$ cat config.mk
export PLATFORM = sky130hd
export DESIGN_NAME = tdc_pair_sched
export DESIGN_NICKNAME = d
export VERILOG_FILES = /design/src/rtl/tdc_pkg.sv /design/src/rtl/tdc_pair_buf.sv /design/src/rtl/tdc_pair_sched.sv
export SDC_FILE = /design/constraint.sdc
export NUM_CORES = 1
export LEC_CHECK = 0
export CAP_MARGIN = 20
export CORE_MARGIN = 5
export CORE_UTILIZATION = 55
export DETAILED_ROUTE_END_ITERATION = 6
export GPL_TIMING_DRIVEN = 0
export HOLD_SLACK_MARGIN = 0.1
export PLACE_DENSITY = 0.8
export SLEW_MARGIN = 10
export SYNTH_ARGS = -nofsm -noshare
export SYNTH_HDL_FRONTEND = slang
export SYNTH_SLANG_ARGS = --single-unit
$ cat constraint.sdc
create_clock -name clk -period 5.45 [get_ports clk]
set_clock_uncertainty 0.15 [all_clocks]
set_input_delay 0.8175 -clock clk [delete_from_list [all_inputs] [get_ports clk]]
set_output_delay 0.8175 -clock clk [all_outputs]
set_load 0.05 [all_outputs]
$ cat src/rtl/tdc_pkg.sv
// Shared types and helpers for the TDC pair scheduler.
//   sched_st_t : scheduler FSM states
//   TDC_W      : default sample width of mlt / mlt200
//   DIFF_W     : width of the datapath difference result
//   rr_next    : round-robin pick of the lowest requester at or after last+1
package tdc_pkg;

  localparam int unsigned TDC_W  = 37;
  localparam int unsigned DIFF_W = 20;
  localparam int unsigned RR_MAX = 8;

  typedef enum logic [2:0] {
    ST_IDLE,
    ST_SEND_A,
    ST_SEND_B,
    ST_WAIT,
    ST_GUARD
  } sched_st_t;

  // Requests above NCH are zero-padded, so wrapping modulo RR_MAX visits the
  // real channels in the same order as wrapping modulo NCH.
  function automatic logic [2:0] rr_next(input logic [RR_MAX-1:0] req,
                                         input logic [2:0]        last);
    logic [2:0] idx;
    rr_next = last;
    // Descending scan: the closest requester after last is assigned last and wins.
    for (int k = RR_MAX; k >= 1; k--) begin
      idx = last + 3'(k);
      if (req[idx]) rr_next = idx;
    end
  endfunction

endpackage

$ cat src/rtl/tdc_pair_buf.sv
// One channel's 2-entry start/stop buffer with sticky overflow flag.
//   clk, rst_n          : clock, async active-low reset
//   i_dval              : sample strobe
//   i_mlt, i_mlt200     : sample
//   i_rel               : pair consumed by the scheduler, buffer released
//   i_granted           : channel currently owns the datapath
//   o_a_*, o_b_*        : first / second buffered sample
//   o_req_c             : complete pair waiting (combinational)
//   o_ovf               : sticky overflow flag
module tdc_pair_buf
  import tdc_pkg::*;
#(
  parameter int unsigned W = TDC_W
) (
  input  logic         clk,
  input  logic         rst_n,
  input  logic         i_dval,
  input  logic [W-1:0] i_mlt,
  input  logic [W-1:0] i_mlt200,
  input  logic         i_rel,
  input  logic         i_granted,
  output logic [W-1:0] o_a_mlt,
  output logic [W-1:0] o_a_mlt200,
  output logic [W-1:0] o_b_mlt,
  output logic [W-1:0] o_b_mlt200,
  output logic         o_req_c,
  output logic         o_ovf
);

  logic [1:0] r_cnt;

  // Fill / release / overflow bookkeeping
  always_ff @(posedge clk or negedge rst_n) begin
    if (!rst_n) begin
      r_cnt      <= 2'd0;
      o_ovf      <= 1'b0;
      o_a_mlt    <= '0;
      o_a_mlt200 <= '0;
      o_b_mlt    <= '0;
      o_b_mlt200 <= '0;
    end else if (i_rel) begin
      // A strobe coinciding with release starts the next pair
      if (i_dval) begin
        o_a_mlt    <= i_mlt;
        o_a_mlt200 <= i_mlt200;
        r_cnt      <= 2'd1;
      end else begin
        r_cnt      <= 2'd0;
      end
    end else if (i_dval) begin
      case (r_cnt)
        2'd0: begin
          o_a_mlt    <= i_mlt;
          o_a_mlt200 <= i_mlt200;
          r_cnt      <= 2'd1;
        end
        2'd1: begin
          o_b_mlt    <= i_mlt;
          o_b_mlt200 <= i_mlt200;
          r_cnt      <= 2'd2;
        end
        default: begin
          // Full: sample is dropped; only flagged when nobody is serving us
          if (!i_granted) o_ovf <= 1'b1;
        end
      endcase
    end
  end

  assign o_req_c = (r_cnt == 2'd2);

endmodule

$ cat src/rtl/tdc_pair_sched.sv
// Round-robin scheduler sharing one pair-difference datapath among NCH channels.
//   clk, rst              : clock, async active-low reset
//   ch_dval/mlt/mlt200    : per-channel sample strobes and samples (flattened)
//   dp_dval/mlt/mlt200    : pair issued to the datapath, A then B
//   dp_data               : datapath result, captured LAT edges after B
//   out_data/ch/dval      : captured result with channel tag, one-cycle strobe
//   ovf                   : sticky per-channel overflow flags
module tdc_pair_sched
  import tdc_pkg::*;
#(
  parameter int unsigned NCH   = 4,
  parameter int unsigned W     = TDC_W,
  parameter int unsigned LAT   = 3,
  parameter int unsigned GUARD = 4
) (
  input  logic                     clk,
  input  logic                     rst,
  input  logic [NCH-1:0]           ch_dval,
  input  logic [NCH*W-1:0]         ch_mlt,
  input  logic [NCH*W-1:0]         ch_mlt200,
  output logic                     dp_dval,
  output logic [W-1:0]             dp_mlt,
  output logic [W-1:0]             dp_mlt200,
  input  logic [DIFF_W-1:0]        dp_data,
  output logic [DIFF_W-1:0]        out_data,
  output logic [$clog2(NCH)-1:0]   out_ch,
  output logic                     out_dval,
  output logic [NCH-1:0]           ovf
);

  localparam int unsigned CW    = $clog2(NCH);
  localparam int unsigned CNT_W = 8;

  sched_st_t          r_state, w_nxt_state;
  logic [CW-1:0]      r_last, w_nxt_last, w_pick;
  logic [CNT_W-1:0]   r_cnt, w_nxt_cnt;
  logic               w_nxt_dval, w_nxt_out_dval;
  logic [W-1:0]       w_nxt_mlt, w_nxt_mlt200;
  logic [DIFF_W-1:0]  w_nxt_out_data;
  logic [CW-1:0]      w_nxt_out_ch;
  logic [RR_MAX-1:0]  w_req_pad;

  logic [W-1:0]       w_a_mlt [NCH];
  logic [W-1:0]       w_a_mlt200 [NCH];
  logic [W-1:0]       w_b_mlt [NCH];
  logic [W-1:0]       w_b_mlt200 [NCH];
  logic [NCH-1:0]     w_req, w_rel, w_granted;

  for (genvar i = 0; i < NCH; i++) begin : g_buf
    tdc_pair_buf #(.W(W)) u_buf (
      .clk        (clk),
      .rst_n      (rst),
      .i_dval     (ch_dval[i]),
      .i_mlt      (ch_mlt[i*W +: W]),
      .i_mlt200   (ch_mlt200[i*W +: W]),
      .i_rel      (w_rel[i]),
      .i_granted  (w_granted[i]),
      .o_a_mlt    (w_a_mlt[i]),
      .o_a_mlt200 (w_a_mlt200[i]),
      .o_b_mlt    (w_b_mlt[i]),
      .o_b_mlt200 (w_b_mlt200[i]),
      .o_req_c    (w_req[i]),
      .o_ovf      (ovf[i])
    );
  end

  // Grant decode; r_last doubles as the current grant while a pair is in flight
  always_comb begin
    w_rel     = '0;
    w_granted = '0;
    w_req_pad = '0;
    w_req_pad[NCH-1:0] = w_req;
    for (int i = 0; i < NCH; i++) begin
      w_rel[i]     = (r_state == ST_SEND_B) && (r_last == CW'(i));
      w_granted[i] = ((r_state == ST_SEND_A) || (r_state == ST_SEND_B)) &&
                     (r_last == CW'(i));
    end
    w_pick = CW'(rr_next(w_req_pad, 3'(r_last)));
  end

  // Next-state and registered-output values
  always_comb begin
    w_nxt_state    = r_state;
    w_nxt_last     = r_last;
    w_nxt_cnt      = r_cnt;
    w_nxt_dval     = 1'b0;
    w_nxt_mlt      = dp_mlt;
    w_nxt_mlt200   = dp_mlt200;
    w_nxt_out_data = out_data;
    w_nxt_out_ch   = out_ch;
    w_nxt_out_dval = 1'b0;
    case (r_state)
      ST_IDLE: begin
        if (|w_req) begin
          w_nxt_state  = ST_SEND_A;
          w_nxt_last   = w_pick;
          w_nxt_dval   = 1'b1;
          w_nxt_mlt    = w_a_mlt[w_pick];
          w_nxt_mlt200 = w_a_mlt200[w_pick];
        end
      end
      ST_SEND_A: begin
        w_nxt_state  = ST_SEND_B;
        w_nxt_dval   = 1'b1;
        w_nxt_mlt    = w_b_mlt[r_last];
        w_nxt_mlt200 = w_b_mlt200[r_last];
      end
      ST_SEND_B: begin
        w_nxt_state = ST_WAIT;
        w_nxt_cnt   = '0;
      end
      ST_WAIT: begin
        if (r_cnt == CNT_W'(LAT - 1)) begin
          w_nxt_state    = ST_GUARD;
          w_nxt_cnt      = '0;
          w_nxt_out_data = dp_data;
          w_nxt_out_ch   = r_last;
          w_nxt_out_dval = 1'b1;
        end else begin
          w_nxt_cnt = r_cnt + CNT_W'(1);
        end
      end
      ST_GUARD: begin
        if (r_cnt == CNT_W'(GUARD - 1)) begin
          w_nxt_state = ST_IDLE;
        end else begin
          w_nxt_cnt = r_cnt + CNT_W'(1);
        end
      end
      default: w_nxt_state = ST_IDLE;
    endcase
  end

  // State and output registers
  always_ff @(posedge clk or negedge rst) begin
    if (!rst) begin
      r_state   <= ST_IDLE;
      r_last    <= CW'(NCH - 1);
      r_cnt     <= '0;
      dp_dval   <= 1'b0;
      dp_mlt    <= '0;
      dp_mlt200 <= '0;
      out_data  <= '0;
      out_ch    <= '0;
      out_dval  <= 1'b0;
    end else begin
      r_state   <= w_nxt_state;
      r_last    <= w_nxt_last;
      r_cnt     <= w_nxt_cnt;
      dp_dval   <= w_nxt_dval;
      dp_mlt    <= w_nxt_mlt;
      dp_mlt200 <= w_nxt_mlt200;
      out_data  <= w_nxt_out_data;
      out_ch    <= w_nxt_out_ch;
      out_dval  <= w_nxt_out_dval;
    end
  end

endmodule

Word level (Yosys, flattened, before mapping)
Index checks and enable logic that the tools add are counted.

cells by class
  add/sub/neg operators = 8
  $lt $le $gt $ge = 9
  eq/ne operators = 21
  mux-type cells = 96
  bitwise logic cells = 14
  reductions and logical operators = 55

operator list
  cell                                                         number
  two-way mux 37 bit                                           42
  binary-select mux 37 bit (select 2 bit)                      4
  one-hot mux 37 bit (2 select lines)                          2
  two-way mux 2 bit                                            15
  less-than comparator 3 x 4 -> 1 bit (second input constant)  7
  one-hot mux 8 bit (3 select lines)                           1
  AND reduction 2 bit                                          12
  binary-select mux 1 bit (select 3 bit)                       7
  nonzero test 2 bit                                           9
  == test 8 x 2 -> 1 bit (second input constant)               2
  two-way mux 8 bit                                            2
  one-hot mux 2 bit (2 select lines)                           4
  AND reduction 4 bit                                          4
  one-hot mux 3 bit (5 select lines)                           1
  AND reduction 3 bit                                          5
  nonzero test 3 bit                                           5
  two-way mux 1 bit                                            14
  adder 2 x 3 -> 3 bit (second input constant)                 4
  == test 2 bit (second input constant)                        6
  NOT 1 bit                                                    12
  == test 2 x 1 -> 1 bit (second input constant)               5
  zero test 2 bit                                              5
  two-way mux 3 bit                                            3
  adder 8 x 1 -> 8 bit (second input constant)                 1
  14 further kinds                                             31

storage, ports and cells
  flip-flop bits (word level) = 715
  input port bits = 322
  logic and storage cells = 236

Logic depth before layout (Yosys ltp)
  depth in word-level cells = 16
  mapped depth = 16
  mapped depth without buffers = 9

By module
A second synthesis with hierarchy kept.

second synthesis, totals
  cell total of the unflattened synthesis = 2952
  area, all modules = 35803.1 µm²

modules (own cells, without submodules)
  module          times used  cells each  area an instance (µm²)
  tdc_pair_buf    4           502         6418.7
  tdc_pair_sched  1           944         10128.5

Worst setup path after synthesis
No wires, ideal clock.

  path kind = register to register
  from = register r_last[0]
  to = register dp_mlt200[10]
  arrival = 3.521 ns
  setup slack = 1.636 ns
  stages on the path, launching flop included = 16
  cells stage by stage = dfstp_2 > buf_2 > buf_6 > clkbuf_1 > buf_2 > inv_1 > ha_1 > nor2_1 > a221oi_1 > nor2_1 > a211oi_2 > xnor2_2 > buf_6 > buf_4 > mux2i_1 > o221ai_1

on the way
  longest elaborated chain between the ends = 16

RTL lines
  element                                                line                   text
  start: declaration                                     tdc_pair_sched.sv:35   logic [CW-1:0] r_last, w_nxt_last, w_pick;
  start signal: assignment                               tdc_pair_sched.sv:138  r_last <= CW'(NCH - 1);
  start signal: assignment                               tdc_pair_sched.sv:148  r_last <= w_nxt_last;
  adder 2 x 3 -> 3 bit                                   tdc_pkg.sv:28          idx = last + 3'(k);
  binary-select mux 1 bit (select 3 bit)                 tdc_pkg.sv:29          if (req[idx]) rr_next = idx;
  two-way mux 1 bit (implied by the code)                tdc_pkg.sv:29
  two-way mux 2 bit (7 in a row)                         tdc_pkg.sv:29
  NOT 2 -> 3 bit (implied by the code)                   tdc_pair_sched.sv:99   w_nxt_mlt200 = w_a_mlt200[w_pick];
  binary-select mux 37 bit (select 2 bit)                tdc_pair_sched.sv:99
  two-way mux 37 bit (implied by the code) (2 in a row)  tdc_pair_sched.sv:99
  two-way mux 37 bit                                     tdc_pair_sched.sv:94   if (|w_req) begin
  one-hot mux 37 bit (2 select lines) (*)                tdc_pair_sched.sv:92   case (r_state)
  end signal: assignment                                 tdc_pair_sched.sv:152  dp_mlt200 <= w_nxt_mlt200;
  end: declaration                                       tdc_pair_sched.sv:23   output logic [W-1:0] dp_mlt200,

Mark *: on every way between the ends. The rest lies on a longest branch, timed or not. The select of a mux whose other input is x is not followed.
A chain may end at the register's enable or synchronous reset.

Worst setup path in the final report
  from = register r_last[0]
  to = register dp_mlt200[9]

The elaborated chain is that of the path after synthesis.

==> results.yml <==
layout:
  areaGrowthSynthToFinish_pct: 25.3
  regArea_sq_um: 17900
  nNetsFinal: 2890
  drive_above_1_share_pct: 30.7
  multi_input_area_sq_um: 12200
  fill_cells: 3722
  final_util_pct: 69.8
setup_path:
  path_delay_family: "buffers and inverters"
  start_kind: "flop"
  path_depth: 16
  critical_path.max_stage_delay_ns: 0.56
  critical_path_class: "flop to flop"
  cpMostUsedCell: "buf_6"
  r2r_slack_ns: 0.58
  r2r_cells: 16
  critPathRequiredTime_ns: 5.75
  crit_path_top_delay_cell: "dfstp_2"
  crit_path_max_fanout: 10
  path_buf_inv: 8
  crit_arrival_ns: 5.17
  end_kind: "flop"
  crit_chain: "buf_2, buf_6, clkbuf_1, buf_6, buf_2, inv_1, ha_1, nor2_1, a221oi_1, nor2_1, a211oi_2, xnor2_2, buf_6, buf_4, mux2i_1, o221ai_1"
die:
  initial_utilization_pct: 55.7
  die_h_um: 247
  die_w_um: 247
  design.core.area_sq_um: 55400
  io_pins: 424
  design.die.area_sq_um: 61000
  core.rowCount: 86
detailed_routing:
  drt_pre_antenna_iters: 5
  avgRoutedWirePerCell_um: 27.0
  route.detailed.drc: 0
  drt-total-wl_um: 91400
  final_antenna_net_count: 0
  vias: 20400
  viasPerCell: 6.02
  drtIter0Drc: 1228
sta:
  period_share_pct: 89.4
  min_period_ns: 4.87
  maxSlewHeadroom_pct: 24.4
  finalSetupViolCount: 0
  rsz0062_at_grt: "false"
  max_freq_ghz: 0.205
  setup_tns_ns: 0
  hold_viol: 0
  tightest_slew_ns: 1.13
  final_max_slew_viol_count: 0
synth:
  synth_nets: 2382
  syn_inst: 2054
  ys_seq_area_share_pct: 57.9
  synth_seq_cells: 715
  synth_warnings: 0
  synth_cell_type_count: 55
  syn_area_sq_um: 30900
  ys_async_sr_fraction_pct: 100
  synth_top_flop_cell: "dfrtp_1"
  syn_area_per_cell_sq_um: 15.0
  synth-edff-count: 0
clocking:
  cts_buffer_depth: 3
  cts.clk_slew.worst_paths_ns: 0.06
  holdBufCountCts: 1
  h-tree-depth: 3
  post-cts-setup-buffers: 0
  numCtsBuffers: 74
  clock-root-buffer: "clkbuf_16"
  cts_resized: 0
  cts.sinks: 715
  insertion_delay_ns: 0.62
  cts_tree: "built"
global_routing:
  top_usage_layer: "met2"
  grt.met1_usage_pct: 38.2
  grtUsageMet3_pct: 7.09
  grt_use_met2_pct: 49.5
  antenna_found_initial: 25
  overflow: 0
  grt_util_all_layers_pct: 29.9
  grt_max_degree: 117
  grt_pass1_wl_um: 137000
  grt_pass1_vias: 22500
pwr:
  p_leak_nw: 16.6
  power.density_nw_per_um2: 706
  irDropWorstVdd_mv: 0.370
flow_run:
  maxCapViolCount: 0
hold_path:
  min_path_cells: 2
  hp-class: "flop to flop"
placed_design:
  portBuffers: 423
  post-dp-hpwl_um: 63700
  gp_congestion: 0.897
status:
  outcome: "completed"
-- where the power goes --
group          internal [mW]  switching [mW]  leakage (nW)
clock                   2.93            2.13          1.19
sequential              8.01            1.49          8.55
combinational           6.10            6.68          6.86
total                   17.0            10.3          16.6
-- synth_stat cells, types with 6 or more instances --
library cell | instances | area [sq um]
nor3_1 | 6 | 30.0
o21ai_0 | 21 | 105
mux2i_1 | 148 | 1480
buf_2 | 58 | 290
ha_1 | 6 | 75.1
a21oi_1 | 9 | 45.0
a22oi_1 | 75 | 563
nand2_1 | 91 | 342
o21ai_1 | 8 | 40.0
buf_1 | 10 | 37.5
mux4_2 | 74 | 1670
clkbuf_1 | 59 | 221
nor2_1 | 13 | 48.8
nand2b_1 | 8 | 50.1
o221ai_1 | 67 | 587
buf_4 | 14 | 105
inv_1 | 10 | 37.5
mux2_1 | 81 | 912
dfrtp_1 | 713 | 17800
mux2_2 | 519 | 5840
-- cell families after synthesis --
kind of cell | share of synthesized area, %
mux | 32.1
compound gates | 4.97
fa+ha+maj | 0.243
flops | 57.9
simple gates | 2.23
xor+xnor | 0.109
buf+inv | 2.43
-- routing by layer --
metal  vias to the layer above  wire, um
li1                       8674         -
met1                     10700     36000
met3                       247      6070
met5                         -       136
met2                       729     45500
met4                        20      3740
-- final cells by class --
type	count	share of cell area (%)
timing repair buffer	432	11.5
clock buffer	103	5.38
clock inverter	31	0.853
sequential	715	46.2
antenna	14	0.0905
inverter	10	0.0970
multi-input combinational	1183	31.6
tap	748	2.42
buffer	146	1.85
-- layout by cell type (no fill, tap or decap), types with 16 or more instances in the layout --
cell,instances
o221ai_1,67
mux2_2,519
clkinv_2,16
clkdlybuf4s50_1,422
mux2i_1,148
o21ai_0,21
clkbuf_1,77
nand2_1,91
mux4_2,74
buf_2,58
a22oi_1,75
dfrtp_1,713
mux2_1,81
clkbuf_16,75
-- flip-flops by register name, indices dropped and copies added, names as in the netlist --
| signal | flops |
|---|---|
| r_state | 3 |
| dp_mlt | 37 |
| out_ch | 2 |
| r_cnt | 8 |
| g_buf.u_buf.o_a_mlt | 148 |
| g_buf.u_buf.o_b_mlt | 148 |
| g_buf.u_buf.o_ovf | 4 |
| out_dval | 1 |
| g_buf.u_buf.o_a_mlt200 | 148 |
| g_buf.u_buf.o_b_mlt200 | 148 |
| dp_dval | 1 |
| dp_mlt200 | 37 |
| g_buf.u_buf.r_cnt | 8 |
| out_data | 20 |
| r_last | 2 |
-- worst paths after layout --
kind / start / to
max: r_last[0] / dp_mlt200[9]
min: out_data[7] / out_data[7]
max reg2reg: r_last[0] / dp_mlt200[9]
min reg2reg: out_data[7] / out_data[7]
max in group asynchronous: rst / dp_mlt200[1]
min in group asynchronous: rst / g_buf[3].u_buf.o_b_mlt[4]
-- worst reg2reg max path, cell delays in order, from the launching register on --
cell and delay [ns]:
dfstp_2 0.56, buf_2 0.18, buf_6 0.18, clkbuf_1 0.26, buf_6 0.24, buf_2 0.42
inv_1 0.16, ha_1 0.40, nor2_1 0.09, a221oi_1 0.30, nor2_1 0.10, a211oi_2 0.32
xnor2_2 0.29, buf_6 0.30, buf_4 0.28, mux2i_1 0.30, o221ai_1 0.18
-- per-stage QoR --
| stage | hold WS (ns) | instances | instance area [sq um] | power, mW | setup WS (ns) |
|---|---|---|---|---|---|
| detailed placement | 0.310 | 3231 | 36200 | 22.3 | 0.127 |
| global route | 0.346 | 3376 | 38700 | 28.7 | 0.271 |
| floorplan | 0.293 | 2054 | 30900 | 18.2 | 1.64 |
| CTS | 0.319 | 3366 | 38600 | 27.4 | 0.0645 |
| global placement | 0.304 | 3225 | 36100 | 21.8 | -26.81 |
| finish | 0.322 | 3382 | 38700 | 27.3 | 0.578 |
Note: power is estimated with default switching activity, not from simulation.
